**src/rtl/xp2s.sv**
```systemverilog
`default_nettype none
// xp2s: buffers parallel words in a small FIFO and serialises them one
// BWID-bit lane per i_ce strobe, lane 0 first, with gapless word chaining.
module xp2s #(
  parameter int BWID  = 8,
  parameter int Npar  = 4,
  parameter int DEPTH = 2
) (
  input  logic                 clk,
  input  logic                 rst,
  input  logic [BWID*Npar-1:0] iv_data,
  input  logic                 i_dv,
  input  logic                 i_trig,
  input  logic                 i_ce,
  output logic                 o_rdy,
  output logic [BWID-1:0]      ov_data,
  output logic                 o_nd,
  output logic                 o_trig,
  output logic                 o_ovf
);
  localparam int WW = BWID * Npar;
  localparam int AW = (DEPTH > 1) ? $clog2(DEPTH) : 1;
  localparam int NW = $clog2(DEPTH + 1);
  localparam int CW = (Npar > 1) ? $clog2(Npar) : 1;
  localparam logic [NW-1:0] FULL = NW'(DEPTH);
  localparam logic [CW-1:0] LAST = CW'(Npar - 1);

  typedef enum logic {IDLE = 1'b0, SHIFT = 1'b1} state_t;
  state_t state, state_nxt;

  logic [WW:0]     mem [DEPTH];
  logic [AW-1:0]   wptr, rptr;
  logic [NW-1:0]   count;
  logic [WW-1:0]   word;
  logic            trig;
  logic [CW-1:0]   cnt;
  logic [BWID-1:0] lanes [Npar];
  logic            push, pop, emit, nonempty;

  // Ready depends only on the registered count (and reset), never on i_dv.
  assign o_rdy    = (count < FULL) && !rst;
  assign push     = i_dv && o_rdy;
  assign nonempty = (count != '0);

  for (genvar k = 0; k < Npar; k++) begin : g_lane
    assign lanes[k] = word[BWID*k +: BWID];
  end

  always_ff @(posedge clk) begin
    if (push) mem[wptr] <= {i_trig, iv_data};
  end

  always_ff @(posedge clk or posedge rst) begin
    if (rst) begin
      wptr  <= '0;
      rptr  <= '0;
      count <= '0;
    end else begin
      if (push) wptr <= wptr + AW'(1);
      if (pop)  rptr <= rptr + AW'(1);
      if (push && !pop)      count <= count + NW'(1);
      else if (pop && !push) count <= count - NW'(1);
    end
  end

  always_ff @(posedge clk or posedge rst) begin
    if (rst) state <= IDLE;
    else     state <= state_nxt;
  end

  always_comb begin
    state_nxt = state;
    pop       = 1'b0;
    emit      = 1'b0;
    case (state)
      IDLE: begin
        if (nonempty) begin
          pop       = 1'b1;
          state_nxt = SHIFT;
        end
      end
      SHIFT: begin
        if (i_ce) begin
          emit = 1'b1;
          // Last lane: chain straight into the next word when one is waiting.
          if (cnt == LAST) begin
            if (nonempty) pop = 1'b1;
            else          state_nxt = IDLE;
          end
        end
      end
    endcase
  end

  always_ff @(posedge clk or posedge rst) begin
    if (rst) begin
      word    <= '0;
      trig    <= 1'b0;
      cnt     <= '0;
      ov_data <= '0;
      o_nd    <= 1'b0;
      o_trig  <= 1'b0;
      o_ovf   <= 1'b0;
    end else begin
      o_nd   <= emit;
      o_trig <= emit && trig && (cnt == '0);
      if (emit) ov_data <= lanes[cnt];
      if (pop) begin
        {trig, word} <= mem[rptr];
        cnt          <= '0;
      end else if (emit && (cnt != LAST)) begin
        cnt <= cnt + CW'(1);
      end
      if (i_dv && !o_rdy) o_ovf <= 1'b1;
    end
  end

endmodule
`default_nettype wire

```
**config.mk**
```make
export PLATFORM = sky130hd
export DESIGN_NAME = xp2s
export DESIGN_NICKNAME = d
export VERILOG_FILES = /design/src/rtl/xp2s.sv
export SDC_FILE = /design/constraint.sdc
export NUM_CORES = 1
export LEC_CHECK = 0
export CORE_ASPECT_RATIO = 1.75
export CORE_MARGIN = 8
export CORE_UTILIZATION = 51
export DETAILED_ROUTE_END_ITERATION = 10
export GPL_TIMING_DRIVEN = 0
export HOLD_SLACK_MARGIN = 0.15
export PLACE_DENSITY_LB_ADDON = 0.05
export REMOVE_ABC_BUFFERS = 1
export SETUP_SLACK_MARGIN = 0.05
export SLEW_MARGIN = 15
export SYNTH_ARGS = -nofsm -noshare
export SYNTH_HDL_FRONTEND = slang
export SYNTH_SLANG_ARGS = --single-unit
```
**constraint.sdc**
```tcl
create_clock -name clk -period 2.2 [get_ports clk]
set_input_delay 0.55 -clock clk [delete_from_list [all_inputs] [get_ports clk]]
set_output_delay 0.55 -clock clk [all_outputs]
set_load 0.05 [all_outputs]
```
==> results of run 1 <==
## sequential cells by signal (all words and copies together), names as in the netlist
name,cells
cnt,2
count,2
mem,66
o_nd,1
o_ovf,1
o_trig,1
ov_data,8
rptr,1
state,1
trig,1
word,32
wptr,1
## worst paths after layout
kind	to	start	cells past startpoint
max in group asynchronous	rptr$_DFFE_PP0P_	rst	3
min reg2reg	o_ovf$_DFFE_PP0P_	o_ovf$_DFFE_PP0P_	1
max	ov_data[2]	ov_data[2]$_DFFE_PP0N_	1
max reg2reg	count[1]$_DFFE_PP0P_	cnt[1]$_DFFE_PP0P_	7
min in group asynchronous	o_ovf$_DFFE_PP0P_	rst	2
min	o_ovf$_DFFE_PP0P_	o_ovf$_DFFE_PP0P_	1
## metrics by stage
stage,util [%],worst slack [ps],hold WS (ps),power [mW],instances
floorplan,-,-1160,460,5.01,249
global placement,57.9,-1940,453,5.62,417
detailed placement,58.9,-803,465,5.72,421
CTS,66.3,55.1,480,8.61,457
global route,66.3,53.3,518,8.91,457
finish,66.3,83.2,480,8.50,457
## synth_stat cells
master / number / area, sq um
sky130_fd_sc_hd__inv_1: 6 / 22.5
sky130_fd_sc_hd__dfrtp_1: 51 / 1280
sky130_fd_sc_hd__buf_4: 1 / 7.51
sky130_fd_sc_hd__nand2b_1: 2 / 12.5
sky130_fd_sc_hd__mux2_4: 26 / 390
sky130_fd_sc_hd__mux2i_1: 17 / 170
sky130_fd_sc_hd__xor2_1: 3 / 26.3
sky130_fd_sc_hd__a21boi_4: 1 / 18.8
sky130_fd_sc_hd__buf_8: 1 / 15.0
sky130_fd_sc_hd__nor2_8: 1 / 20.0
sky130_fd_sc_hd__o21ai_0: 1 / 5.00
sky130_fd_sc_hd__nor2_2: 1 / 6.26
sky130_fd_sc_hd__xnor2_1: 3 / 26.3
sky130_fd_sc_hd__nand2_2: 1 / 6.26
sky130_fd_sc_hd__o221ai_1: 8 / 70.1
sky130_fd_sc_hd__nor2_1: 5 / 18.8
sky130_fd_sc_hd__buf_2: 1 / 5.00
sky130_fd_sc_hd__buf_6: 4 / 45.0
sky130_fd_sc_hd__nand2_1: 11 / 41.3
sky130_fd_sc_hd__nand3b_1: 1 / 7.51
sky130_fd_sc_hd__edfxtp_1: 66 / 1980
sky130_fd_sc_hd__mux2_2: 40 / 450
sky130_fd_sc_hd__ha_1: 3 / 37.5
sky130_fd_sc_hd__buf_12: 2 / 40.0
sky130_fd_sc_hd__and3_1: 2 / 12.5
## timing repair
item,CTS,global route
hold buffers,0,0
pin swaps,2,0
cloned,1,0
gates resized for setup,8,6
buffers inserted,3,0
endpoints found under the setup margin,42,5
## layer usage
layer  up-vias  global-route usage [%]  routed length [microns]
met5         -                       0                        0
met4         0                    6.82                      144
met3        15                    5.64                      395
met2        52                    25.9                     4700
met1      1245                    16.2                     3330
li1       1092                       -                        -
## layout make-up
| type | instances | area (sq um) |
|---|---|---|
| multi-input combinational | 127 | 1340 |
| timing repair buffer | 55 | 622 |
| clock buffer | 19 | 433 |
| tap | 120 | 150 |
| fill | 653 | 3040 |
| sequential | 117 | 3260 |
| clock inverter | 13 | 163 |
| inverter | 6 | 22.5 |
## logic make-up (layout without fill, tap and decap cells)
family	count (synthesis)	count (layout)	synth area share (%)
and+or+nand+nor	24	25	2.65
buffers and inverters	15	93	2.87
xor gates and xnor gates	6	6	1.12
AOI/OAI and AO/OA	10	10	1.99
muxes	83	83	21.4
DFF	117	117	69.1
adders and majority gates	3	3	0.796
## report_power, final
part / internal [mW] / total [mW] / switching [mW]
clock: 1.87 / 2.76 / 0.897
sequential: 2.92 / 3.32 / 0.407
combinational: 1.32 / 2.42 / 1.09
==> impl_metrics.prom, run 1 <==
# TYPE chip_impl_metric gauge
chip_impl_metric{name="ys_ff_latch",unit=""} 117
chip_impl_info{name="worst_path_max_delay_cell",value="sky130_fd_sc_hd__clkdlybuf4s50_1"} 1
chip_impl_metric{name="detail_route.vias_per_cell",unit=""} 5.26
chip_impl_metric{name="dr_total_vias",unit=""} 2404
chip_impl_metric{name="fin_tns_setup",unit="ps"} 0
chip_impl_metric{name="floorplan.io_pins",unit=""} 49
chip_impl_metric{name="areaGrowthSynthToFinish",unit="%"} 27.2
chip_impl_info{name="worstSetupPathType",value="reg2out"} 1
chip_impl_metric{name="gr-usage-all-layers",unit="%"} 15.3
chip_impl_metric{name="pwr_density_cell",unit="nW/um^2"} 1420
chip_impl_info{name="rsz0062_at_grt",value="false"} 1
chip_impl_metric{name="tightest_slew",unit="ps"} 519
chip_impl_metric{name="dp_hpwl",unit="microns"} 5090
chip_impl_metric{name="cts-buffers-inserted",unit=""} 17
chip_impl_metric{name="worstPathBufferInverterCount",unit=""} 1
chip_impl_metric{name="timing.max_cap.violations",unit=""} 0
chip_impl_metric{name="sequential_cell_area_fraction_in_the_yosys_report",unit="%"} 69.1
chip_impl_metric{name="design.core.area",unit="sq um"} 9040
chip_impl_metric{name="fmaxAchievable",unit="GHz"} 0.472
chip_impl_metric{name="setup-violations-final",unit=""} 0
chip_impl_metric{name="clkLatencyLatePin",unit="ps"} 400
chip_impl_metric{name="number_of_h_tree_levels",unit=""} 4
chip_impl_metric{name="syn_avg_cell_area",unit="sq um"} 18.3
chip_impl_metric{name="dieArea",unit="sq um"} 12700
chip_impl_metric{name="timing_max_transition_violations_final",unit=""} 0
chip_impl_metric{name="grt_pass1_wl",unit="microns"} 14100
chip_impl_metric{name="peakVddDrop",unit="uV"} 850
chip_impl_metric{name="ant_nets",unit=""} 0
chip_impl_metric{name="critPathArrivalTime",unit="ps"} 1570
chip_impl_info{name="setup.worst_path.end_class",value="output pin"} 1
chip_impl_metric{name="setup.reg_to_reg.worst_slack",unit="ps"} 270
chip_impl_metric{name="max-slew-margin-rel",unit="%"} 65.3
chip_impl_metric{name="antenna_found_initial",unit=""} 0
chip_impl_info{name="holdCritPathClass",value="reg2reg"} 1
chip_impl_metric{name="synth.yosys.warnings",unit=""} 0
chip_impl_metric{name="critPathMaxStageDelay",unit="ps"} 810
chip_impl_info{name="cpLargestDelayFamily",value="buffers and inverters"} 1
chip_impl_info{name="ctsRootBufferMaster",value="sky130_fd_sc_hd__clkbuf_16"} 1
chip_impl_metric{name="clock-skew-final",unit="ps"} 5.71
chip_impl_info{name="tritoncts_clock_tree",value="built"} 1
chip_impl_metric{name="post_route_cells_drive_above_1_share",unit="%"} 32.6
chip_impl_metric{name="first_global_vias",unit=""} 2783
chip_impl_info{name="most-common-layout-cells",value="sky130_fd_sc_hd__edfxtp_1, sky130_fd_sc_hd__dfrtp_1, sky130_fd_sc_hd__mux2_2, sky130_fd_sc_hd__clkdlybuf4s50_1, sky130_fd_sc_hd__mux2_4"} 1
chip_impl_metric{name="die_x",unit="microns"} 88.7
chip_impl_metric{name="drcViolationCount",unit=""} 0
chip_impl_metric{name="port-buffer-count",unit=""} 48
chip_impl_metric{name="clk_path_buf_depth",unit=""} 2
chip_impl_metric{name="fin_area",unit="sq um"} 5990
chip_impl_metric{name="initial_core_utilization",unit="%"} 52.2
chip_impl_metric{name="wl_per_cell",unit="microns"} 18.8
chip_impl_info{name="worstSetupStartpointType",value="flip-flop"} 1
chip_impl_metric{name="finalNetCount",unit=""} 364
chip_impl_metric{name="post_synth_num_cell_types",unit=""} 25
chip_impl_info{name="mostFrequentLayoutCell",value="sky130_fd_sc_hd__edfxtp_1"} 1
chip_impl_metric{name="timing.critical_path.fanout_max",unit=""} 2
chip_impl_metric{name="antennaDiodeCount",unit=""} 0
chip_impl_metric{name="worst_ep_required_time",unit="ps"} 1650
chip_impl_metric{name="layout_worst_path_cycle_share",unit="%"} 96.2
chip_impl_metric{name="total_routed_length",unit="microns"} 8570
chip_impl_info{name="outcome",value="finished clean"} 1
chip_impl_metric{name="clock_sinks",unit=""} 117
chip_impl_metric{name="num_rows",unit=""} 46
chip_impl_metric{name="synth_cells",unit=""} 258
chip_impl_metric{name="grt_max_degree",unit=""} 37
chip_impl_metric{name="timing_hold_violations_final",unit=""} 0
chip_impl_metric{name="globalRoute.totalOverflow",unit=""} 0
chip_impl_metric{name="placedInstanceArea",unit="sq um"} 5320
chip_impl_metric{name="routabilityCongestion",unit=""} 0.730
chip_impl_metric{name="die_h",unit="microns"} 143
chip_impl_metric{name="power.static_leakage",unit="nW"} 2.38
chip_impl_info{name="crit_chain",value="clkdlybuf4s50_1"} 1
chip_impl_metric{name="syn-cell-area",unit="sq um"} 4710
chip_impl_metric{name="detail_route.first_pass.iterations",unit=""} 4
chip_impl_metric{name="drt_iter0_drc",unit=""} 91
chip_impl_metric{name="period_minus_slack",unit="ps"} 2120
chip_impl_metric{name="clkTransAtPathRegs",unit="ps"} 50
Power figures use the tool's default switching activity.
==> run 2: changes to the inputs <==
--- a/config.mk
+++ b/config.mk
@@ -5,6 +5,7 @@
 export SDC_FILE = /design/constraint.sdc
 export NUM_CORES = 1
 export LEC_CHECK = 0
+export ABC_AREA = 1
 export CORE_ASPECT_RATIO = 1.75
 export CORE_MARGIN = 8
 export CORE_UTILIZATION = 51
==> impl_metrics.prom, run 2 <==
# TYPE chip_impl_metric gauge
chip_impl_info{name="worstSetupStartpointType",value="flip-flop"} 1
chip_impl_info{name="ctsRootBufferMaster",value="sky130_fd_sc_hd__clkbuf_16"} 1
chip_impl_metric{name="cts-buffers-inserted",unit=""} 17
chip_impl_metric{name="post-synth-top-area-fraction",unit="%"} 41.2
chip_impl_metric{name="dieArea",unit="sq um"} 12900
chip_impl_metric{name="areaGrowthSynthToFinish",unit="%"} 23.6
chip_impl_metric{name="hold_buffers",unit=""} 0
chip_impl_info{name="worstReg2RegStart",value="cnt[1]$_DFFE_PP0P_"} 1
chip_impl_metric{name="placedInstanceArea",unit="sq um"} 5400
chip_impl_metric{name="design.core.area",unit="sq um"} 9350
chip_impl_metric{name="number_of_h_tree_levels",unit=""} 4
chip_impl_metric{name="globalRoute.totalOverflow",unit=""} 0
chip_impl_metric{name="pwr_density_cell",unit="nW/um^2"} 1350
chip_impl_metric{name="dr_total_vias",unit=""} 3045
chip_impl_metric{name="grt_pass1_wl",unit="microns"} 15200
chip_impl_metric{name="syn_avg_cell_area",unit="sq um"} 10.5
chip_impl_metric{name="largest_reg_flops",unit=""} 66
chip_impl_info{name="synthTopCellsByArea",value="sky130_fd_sc_hd__edfxtp_1, sky130_fd_sc_hd__dfrtp_1, sky130_fd_sc_hd__nand2_1"} 1
chip_impl_metric{name="synth.yosys.warnings",unit=""} 0
chip_impl_metric{name="initial_core_utilization",unit="%"} 51.5
chip_impl_metric{name="p_sw",unit="mW"} 2.80
chip_impl_info{name="setup.worst_path.end_class",value="output pin"} 1
chip_impl_metric{name="synth_edf_count",unit=""} 66
chip_impl_info{name="outcome",value="finished clean"} 1
chip_impl_info{name="crit_chain",value="clkdlybuf4s50_1"} 1
chip_impl_metric{name="post_synth_num_cell_types",unit=""} 23
chip_impl_metric{name="antennaDiodeCount",unit=""} 0
chip_impl_metric{name="finalNetCount",unit=""} 552
chip_impl_metric{name="layout_worst_path_cycle_share",unit="%"} 95.4
chip_impl_metric{name="critPathArrivalTime",unit="ps"} 1550
chip_impl_info{name="holdCritStartpoint",value="ov_data[4]$_DFFE_PP0N_"} 1
chip_impl_metric{name="syn-cell-area",unit="sq um"} 4810
chip_impl_metric{name="max-slew-margin-rel",unit="%"} 55.0
chip_impl_metric{name="hold_path_depth",unit=""} 2
chip_impl_info{name="worst_path_max_delay_cell",value="sky130_fd_sc_hd__clkdlybuf4s50_1"} 1
chip_impl_info{name="mostFrequentLayoutCell",value="sky130_fd_sc_hd__nand2_1"} 1
chip_impl_metric{name="asyncSetResetFlopFracSynth",unit="%"} 43.6
chip_impl_metric{name="setup.reg_to_reg.worst_slack",unit="ps"} 290
chip_impl_metric{name="power_frac_seq",unit="%"} 41.0
chip_impl_metric{name="pwr-share-comb",unit="%"} 30.0
chip_impl_info{name="tritoncts_clock_tree",value="built"} 1
chip_impl_info{name="rsz0062_at_grt",value="false"} 1
chip_impl_metric{name="worstPathBufferInverterCount",unit=""} 1
chip_impl_metric{name="dp_hpwl",unit="microns"} 5360
chip_impl_info{name="largest_registers",value="mem: 66 flops, word: 32 flops, ov_data: 8 flops"} 1
chip_impl_metric{name="clkTransAtPathRegs",unit="ps"} 50
chip_impl_metric{name="num_rows",unit=""} 47
chip_impl_metric{name="fin_area",unit="sq um"} 5950
chip_impl_info{name="holdCritPathClass",value="reg2reg"} 1
chip_impl_metric{name="switching_share",unit="%"} 34.8
chip_impl_metric{name="setup-violations-final",unit=""} 0
chip_impl_metric{name="gr-usage-all-layers",unit="%"} 16.1
chip_impl_info{name="synth_top_cells_by_count",value="sky130_fd_sc_hd__nand2_1, sky130_fd_sc_hd__edfxtp_1, sky130_fd_sc_hd__dfrtp_1"} 1
chip_impl_metric{name="ys_ff_latch",unit=""} 117
chip_impl_info{name="regMostFlops",value="mem"} 1
chip_impl_metric{name="peakVddDrop",unit="uV"} 821
chip_impl_metric{name="die_x",unit="microns"} 89.4
chip_impl_metric{name="timing_max_transition_violations_final",unit=""} 0
chip_impl_metric{name="first_global_vias",unit=""} 3239
chip_impl_metric{name="floorplan.io_pins",unit=""} 49
chip_impl_metric{name="synth_cells",unit=""} 457
chip_impl_metric{name="grt_use_met3",unit="%"} 4.95
chip_impl_info{name="r2r_end",value="word[10]$_DFFE_PP0P_"} 1
chip_impl_metric{name="worst_ep_required_time",unit="ps"} 1650
chip_impl_metric{name="drcViolationCount",unit=""} 0
chip_impl_metric{name="total_routed_length",unit="microns"} 8960
chip_impl_metric{name="power_frac_clock",unit="%"} 29.0
chip_impl_metric{name="ant_nets",unit=""} 0
chip_impl_metric{name="timing_hold_violations_final",unit=""} 0
chip_impl_metric{name="fin_tns_setup",unit="ps"} 0
chip_impl_metric{name="power.static_leakage",unit="nW"} 2.63
chip_impl_metric{name="clkLatencyLatePin",unit="ps"} 400
chip_impl_metric{name="fmaxAchievable",unit="GHz"} 0.477
chip_impl_metric{name="fin_worst_hold_slack",unit="ps"} 476
chip_impl_metric{name="post_route_cells_drive_above_1_share",unit="%"} 12.2
chip_impl_info{name="synth_top_flop_cell",value="sky130_fd_sc_hd__edfxtp_1"} 1
chip_impl_metric{name="clock-skew-final",unit="ps"} 6.83
chip_impl_info{name="most-common-layout-cells",value="sky130_fd_sc_hd__nand2_1, sky130_fd_sc_hd__edfxtp_1, sky130_fd_sc_hd__dfrtp_1"} 1
chip_impl_metric{name="drt_iter0_drc",unit=""} 138
chip_impl_info{name="hold-path-endpoint",value="ov_data[4]$_DFFE_PP0N_"} 1
chip_impl_info{name="synth_most_common_cell",value="sky130_fd_sc_hd__nand2_1"} 1
chip_impl_metric{name="routabilityCongestion",unit=""} 0.766
chip_impl_metric{name="grt_max_degree",unit=""} 66
chip_impl_metric{name="tightest_slew",unit="ps"} 675
chip_impl_metric{name="port-buffer-count",unit=""} 48
chip_impl_metric{name="sequential_cell_area_fraction_in_the_yosys_report",unit="%"} 67.7
chip_impl_metric{name="detail_route.first_pass.iterations",unit=""} 5
chip_impl_metric{name="period_minus_slack",unit="ps"} 2100
chip_impl_metric{name="clock_sinks",unit=""} 117
chip_impl_metric{name="timing.max_cap.violations",unit=""} 0
chip_impl_info{name="yosys.area.top_type",value="sky130_fd_sc_hd__edfxtp_1"} 1
chip_impl_metric{name="clk_path_buf_depth",unit=""} 2
chip_impl_metric{name="cellInternalPower",unit="mW"} 5.23
chip_impl_metric{name="detail_route.vias_per_cell",unit=""} 4.71
chip_impl_metric{name="wl_per_cell",unit="microns"} 13.8
chip_impl_metric{name="critPathMaxStageDelay",unit="ps"} 800
chip_impl_metric{name="grt_util_met1",unit="%"} 17.5
chip_impl_metric{name="antenna_found_initial",unit=""} 0
chip_impl_metric{name="timing.critical_path.fanout_max",unit=""} 2
chip_impl_metric{name="reg2reg_depth",unit=""} 7
chip_impl_info{name="crit_path_start",value="ov_data[7]$_DFFE_PP0N_"} 1
chip_impl_metric{name="met2_usage",unit="%"} 27.6
chip_impl_info{name="cpLargestDelayFamily",value="buffers and inverters"} 1
chip_impl_info{name="globalRoute.busiestLayer",value="met2"} 1
chip_impl_metric{name="die_h",unit="microns"} 144
chip_impl_info{name="worstSetupPathType",value="reg2out"} 1
[run 2: changes by cell type after synthesis, moves of 4 or more]
cell	previous run	this run
sky130_fd_sc_hd__mux2_2	40	0
sky130_fd_sc_hd__buf_2	1	9
sky130_fd_sc_hd__nand3_1	0	18
sky130_fd_sc_hd__o221ai_1	8	0
sky130_fd_sc_hd__inv_2	0	4
sky130_fd_sc_hd__o21ai_1	0	9
sky130_fd_sc_hd__nand2_1	11	208
sky130_fd_sc_hd__mux2i_1	17	0
sky130_fd_sc_hd__o21ai_2	0	23
sky130_fd_sc_hd__mux2_4	26	0
sky130_fd_sc_hd__inv_1	6	40
[run 2: cells by family after synthesis]
group	Yosys count	synth area share, %
xor+xnor	4	0.728
flops	117	67.7
fa+ha+maj	3	0.780
simple gates	233	18.9
compound gates	35	5.49
buf+inv	65	6.42
[run 2: timing repair]
item                                    CTS  global route
pin swaps                                 0             2
endpoints found under the setup margin   39            40
gates resized for setup                  10             3
buffers inserted                          0             4
[run 2: how the worst max path moves through the flow]
stage,endpoint,slack (ps),cells after the start
after CTS,ov_data[2],70,1
after floorplan,mem[0][0]$_DFFE_PP_,-1210,3
final,ov_data[7],100,1
after detailed placement,o_rdy,-360,3
after global routing,o_rdy,50,3
after global placement,mem[1][24]$_DFFE_PP_,-1870,4
[run 2: layer usage]
metal	vias up	share of wire (%)
met4	0	1.7
li1	1563	-
met2	56	53
met1	1415	41
met3	11	4.4
met5	-	0
[run 2: per-stage QoR]
stage	instances	worst slack (ps)	power [mW]	utilization (%)
finish	647	102	8.03	63.6
global route	647	53.1	8.59	63.6
CTS	643	65.5	8.12	63.2
detailed placement	611	-358	5.78	57.8
global placement	608	-1870	5.69	56.8
floorplan	438	-1210	4.98	-
[run 2: final cells by class]
| cell class | instances | area [sq um] |
|---|---|---|
| Sequential cell | 117 | 3260 |
| Fill cell | 764 | 3400 |
| Tap cell | 122 | 153 |
| Inverter | 46 | 178 |
| Clock inverter | 7 | 32.5 |
| Clock buffer | 25 | 475 |
| Timing Repair Buffer | 55 | 589 |
| Multi-Input combinational cell | 275 | 1260 |
[run 2: power groups by stage]
stage	logic [mW]	registers (mW)	clock network, mW
after floorplan	1.52	3.47	0
after global placement	2.36	3.33	0
after detailed placement	2.44	3.34	0
after CTS	2.43	3.31	2.38
after global routing	2.75	3.36	2.47
final	2.41	3.30	2.33
==> run 3: changes to the inputs <==
--- a/config.mk
+++ b/config.mk
@@ -6,13 +6,14 @@
 export NUM_CORES = 1
 export LEC_CHECK = 0
 export ABC_AREA = 1
+export ABC_CLOCK_PERIOD_IN_PS = 2200
 export CORE_ASPECT_RATIO = 1.75
 export CORE_MARGIN = 8
 export CORE_UTILIZATION = 51
 export DETAILED_ROUTE_END_ITERATION = 10
 export GPL_TIMING_DRIVEN = 0
 export HOLD_SLACK_MARGIN = 0.15
-export PLACE_DENSITY_LB_ADDON = 0.05
+export PLACE_DENSITY = 0.76
 export REMOVE_ABC_BUFFERS = 1
 export SETUP_SLACK_MARGIN = 0.05
 export SLEW_MARGIN = 15
==> impl_metrics.prom, run 3 (synthesis results as in run 2) <==
# TYPE chip_impl_metric gauge
chip_impl_metric{name="worstPathBufferInverterCount",unit=""} 1
chip_impl_metric{name="met1Wirelength",unit="microns"} 3450
chip_impl_metric{name="antenna_found_initial",unit=""} 0
chip_impl_info{name="regMostFlops",value="mem"} 1
chip_impl_info{name="setup.worst_path.end_class",value="output pin"} 1
chip_impl_metric{name="setup-violations-final",unit=""} 0
chip_impl_metric{name="grt_pass1_wl",unit="microns"} 15000
chip_impl_metric{name="pwr_density_cell",unit="nW/um^2"} 1380
chip_impl_metric{name="timing_hold_violations_final",unit=""} 0
chip_impl_metric{name="floorplan.io_pins",unit=""} 49
chip_impl_metric{name="detail_route.vias_per_cell",unit=""} 4.85
chip_impl_metric{name="total_routed_length",unit="microns"} 9140
chip_impl_info{name="crit_chain",value="clkdlybuf4s50_1"} 1
chip_impl_metric{name="utilization",unit="%"} 64.3
chip_impl_metric{name="antennaDiodeCount",unit=""} 0
chip_impl_metric{name="finalNetCount",unit=""} 551
chip_impl_info{name="most-common-layout-cells",value="sky130_fd_sc_hd__nand2_1, sky130_fd_sc_hd__edfxtp_1, sky130_fd_sc_hd__dfrtp_1"} 1
chip_impl_metric{name="clock_sinks",unit=""} 117
chip_impl_metric{name="grt_max_degree",unit=""} 66
chip_impl_metric{name="pre_cts_ws",unit="ps"} -364
chip_impl_metric{name="fmaxAchievable",unit="GHz"} 0.482
chip_impl_metric{name="ant_nets",unit=""} 0
chip_impl_metric{name="initial_core_utilization",unit="%"} 51.5
chip_impl_info{name="largest_registers",value="mem: 66 flops, word: 32 flops, ov_data: 8 flops"} 1
chip_impl_metric{name="post_route_cells_drive_above_1_share",unit="%"} 13.5
chip_impl_metric{name="detail_route.first_pass.iterations",unit=""} 4
chip_impl_metric{name="largest_reg_flops",unit=""} 66
chip_impl_metric{name="number_of_h_tree_levels",unit=""} 4
chip_impl_metric{name="timing.critical_path.fanout_max",unit=""} 1
chip_impl_metric{name="fin_total_pwr",unit="mW"} 8.32
chip_impl_info{name="outcome",value="finished clean"} 1
chip_impl_metric{name="dp_hpwl",unit="microns"} 5790
chip_impl_metric{name="filler_cell_count",unit=""} 710
chip_impl_metric{name="drcViolationCount",unit=""} 0
chip_impl_metric{name="gr-usage-all-layers",unit="%"} 15.9
chip_impl_metric{name="design.core.area",unit="sq um"} 9350
chip_impl_metric{name="port-buffer-count",unit=""} 48
chip_impl_metric{name="first_global_vias",unit=""} 3250
chip_impl_metric{name="tightest_slew",unit="ps"} 646
chip_impl_metric{name="die_x",unit="microns"} 89.4
chip_impl_info{name="cpLargestDelayFamily",value="buffers and inverters"} 1
chip_impl_metric{name="die_h",unit="microns"} 144
chip_impl_metric{name="max-slew-margin-rel",unit="%"} 56.9
chip_impl_info{name="worstSetupStartpointType",value="flip-flop"} 1
chip_impl_metric{name="peakVddDrop",unit="uV"} 705
chip_impl_info{name="worstSetupPathType",value="reg2out"} 1
chip_impl_info{name="holdCritPathClass",value="reg2reg"} 1
chip_impl_info{name="rsz0062_at_grt",value="false"} 1
chip_impl_metric{name="drt_iter0_drc",unit=""} 192
chip_impl_info{name="mostFrequentLayoutCell",value="sky130_fd_sc_hd__nand2_1"} 1
chip_impl_metric{name="critPathArrivalTime",unit="ps"} 1520
chip_impl_metric{name="numPlacedInstances",unit=""} 611
chip_impl_metric{name="globalRoute.totalOverflow",unit=""} 0
chip_impl_metric{name="layout_setup_ws",unit="ps"} 127
chip_impl_info{name="tritoncts_clock_tree",value="built"} 1
chip_impl_metric{name="clkLatencyLatePin",unit="ps"} 410
chip_impl_info{name="worst_path_max_delay_cell",value="sky130_fd_sc_hd__clkdlybuf4s50_1"} 1
chip_impl_metric{name="wl_per_cell",unit="microns"} 14.1
chip_impl_metric{name="dieArea",unit="sq um"} 12900
chip_impl_metric{name="num_rows",unit=""} 47
chip_impl_metric{name="timing_max_transition_violations_final",unit=""} 0
chip_impl_metric{name="fin_worst_hold_slack",unit="ps"} 485
chip_impl_info{name="maxUsedRoutingLayer",value="met4"} 1
chip_impl_metric{name="clkTransAtPathRegs",unit="ps"} 50
chip_impl_info{name="ctsRootBufferMaster",value="sky130_fd_sc_hd__clkbuf_16"} 1
chip_impl_metric{name="power.static_leakage",unit="nW"} 2.65
chip_impl_metric{name="critPathMaxStageDelay",unit="ps"} 790
chip_impl_metric{name="cts-buffers-inserted",unit=""} 17
chip_impl_metric{name="worst_ep_required_time",unit="ps"} 1650
chip_impl_metric{name="timing.max_cap.violations",unit=""} 0
chip_impl_metric{name="routabilityCongestion",unit=""} 0.794
chip_impl_metric{name="placedInstanceArea",unit="sq um"} 5400
chip_impl_metric{name="wl_met2",unit="microns"} 5090
chip_impl_metric{name="layout_worst_path_cycle_share",unit="%"} 94.2
chip_impl_metric{name="period_minus_slack",unit="ps"} 2070
chip_impl_metric{name="areaGrowthSynthToFinish",unit="%"} 24.9
chip_impl_metric{name="fin_area",unit="sq um"} 6010
chip_impl_metric{name="layout.cells.non_filler",unit=""} 646
chip_impl_metric{name="dr_total_vias",unit=""} 3132
chip_impl_metric{name="clk_path_buf_depth",unit=""} 2
chip_impl_metric{name="clock-skew-final",unit="ps"} 6.14
chip_impl_metric{name="fin_tns_setup",unit="ps"} 0
chip_impl_metric{name="detailroute.wirelength.met3",unit="microns"} 451
==> run 3: cell types whose count changed in the layout (fill, tap and decap cells not counted), moves of 2 or more <==
cell and change:
sky130_fd_sc_hd__clkinvlp_4 +6, sky130_fd_sc_hd__clkdlybuf4s50_1 -3, sky130_fd_sc_hd__buf_4 -2, sky130_fd_sc_hd__clkbuf_8 -2, sky130_fd_sc_hd__dlygate4sd2_1 +2, sky130_fd_sc_hd__clkinv_1 -2
sky130_fd_sc_hd__clkinv_2 +2, sky130_fd_sc_hd__clkbuf_1 -6, sky130_fd_sc_hd__bufinv_16 +2
==> run 3: final timing paths <==
kind,startpoint,endpoint,slack [ps],cells past startpoint
max in group asynchronous,rst,cnt[0]$_DFFE_PP0P_,1170,3
setup reg to reg,cnt[0]$_DFFE_PP0P_,word[5]$_DFFE_PP0P_,380,7
hold reg to reg,trig$_DFFE_PP0P_,trig$_DFFE_PP0P_,490,2
setup / recovery,o_nd$_DFF_PP0_,o_nd,130,1
hold / removal,trig$_DFFE_PP0P_,trig$_DFFE_PP0P_,490,2
min in group asynchronous,rst,o_ovf$_DFFE_PP0P_,500,2
==> run 3: power by group <==
group	internal, mW	switching (mW)	total, mW
logic	0.848	1.59	2.44
clock network	1.64	0.941	2.58
registers	2.90	0.389	3.29
==> run 3: area by class of cell <==
type	count	area (sq um)	area share, %
clock buffer	17	425	7.08
multi-input combinational	275	1260	20.9
timing repair buffer	54	594	9.89
inverter	46	178	2.96
tap	122	153	2.54
sequential	117	3260	54.3
clock inverter	15	140	2.33
==> run 3: repair_timing <==
action,4_1_cts,5_1_grt
hold endpoints to repair,0,0
pin swaps,0,2
resized for setup,13,5
setup buffers,0,3
gates cloned,0,0
hold buffers,0,0
setup endpoints to repair,42,69
==> run 3: per-layer routing <==
| metal | up-vias | track usage, % |
|---|---|---|
| met4 | 0 | 6.88 |
| met2 | 66 | 27.7 |
| li1 | 1562 | - |
| met5 | - | 0 |
| met1 | 1489 | 16.7 |
| met3 | 15 | 5.46 |
==> run 3: tightest hold or removal path, stage by stage, from the launching register on <==
cell	delay [ps]
sky130_fd_sc_hd__dfrtp_1	330
sky130_fd_sc_hd__nand2_1	50
sky130_fd_sc_hd__nand2_1	60
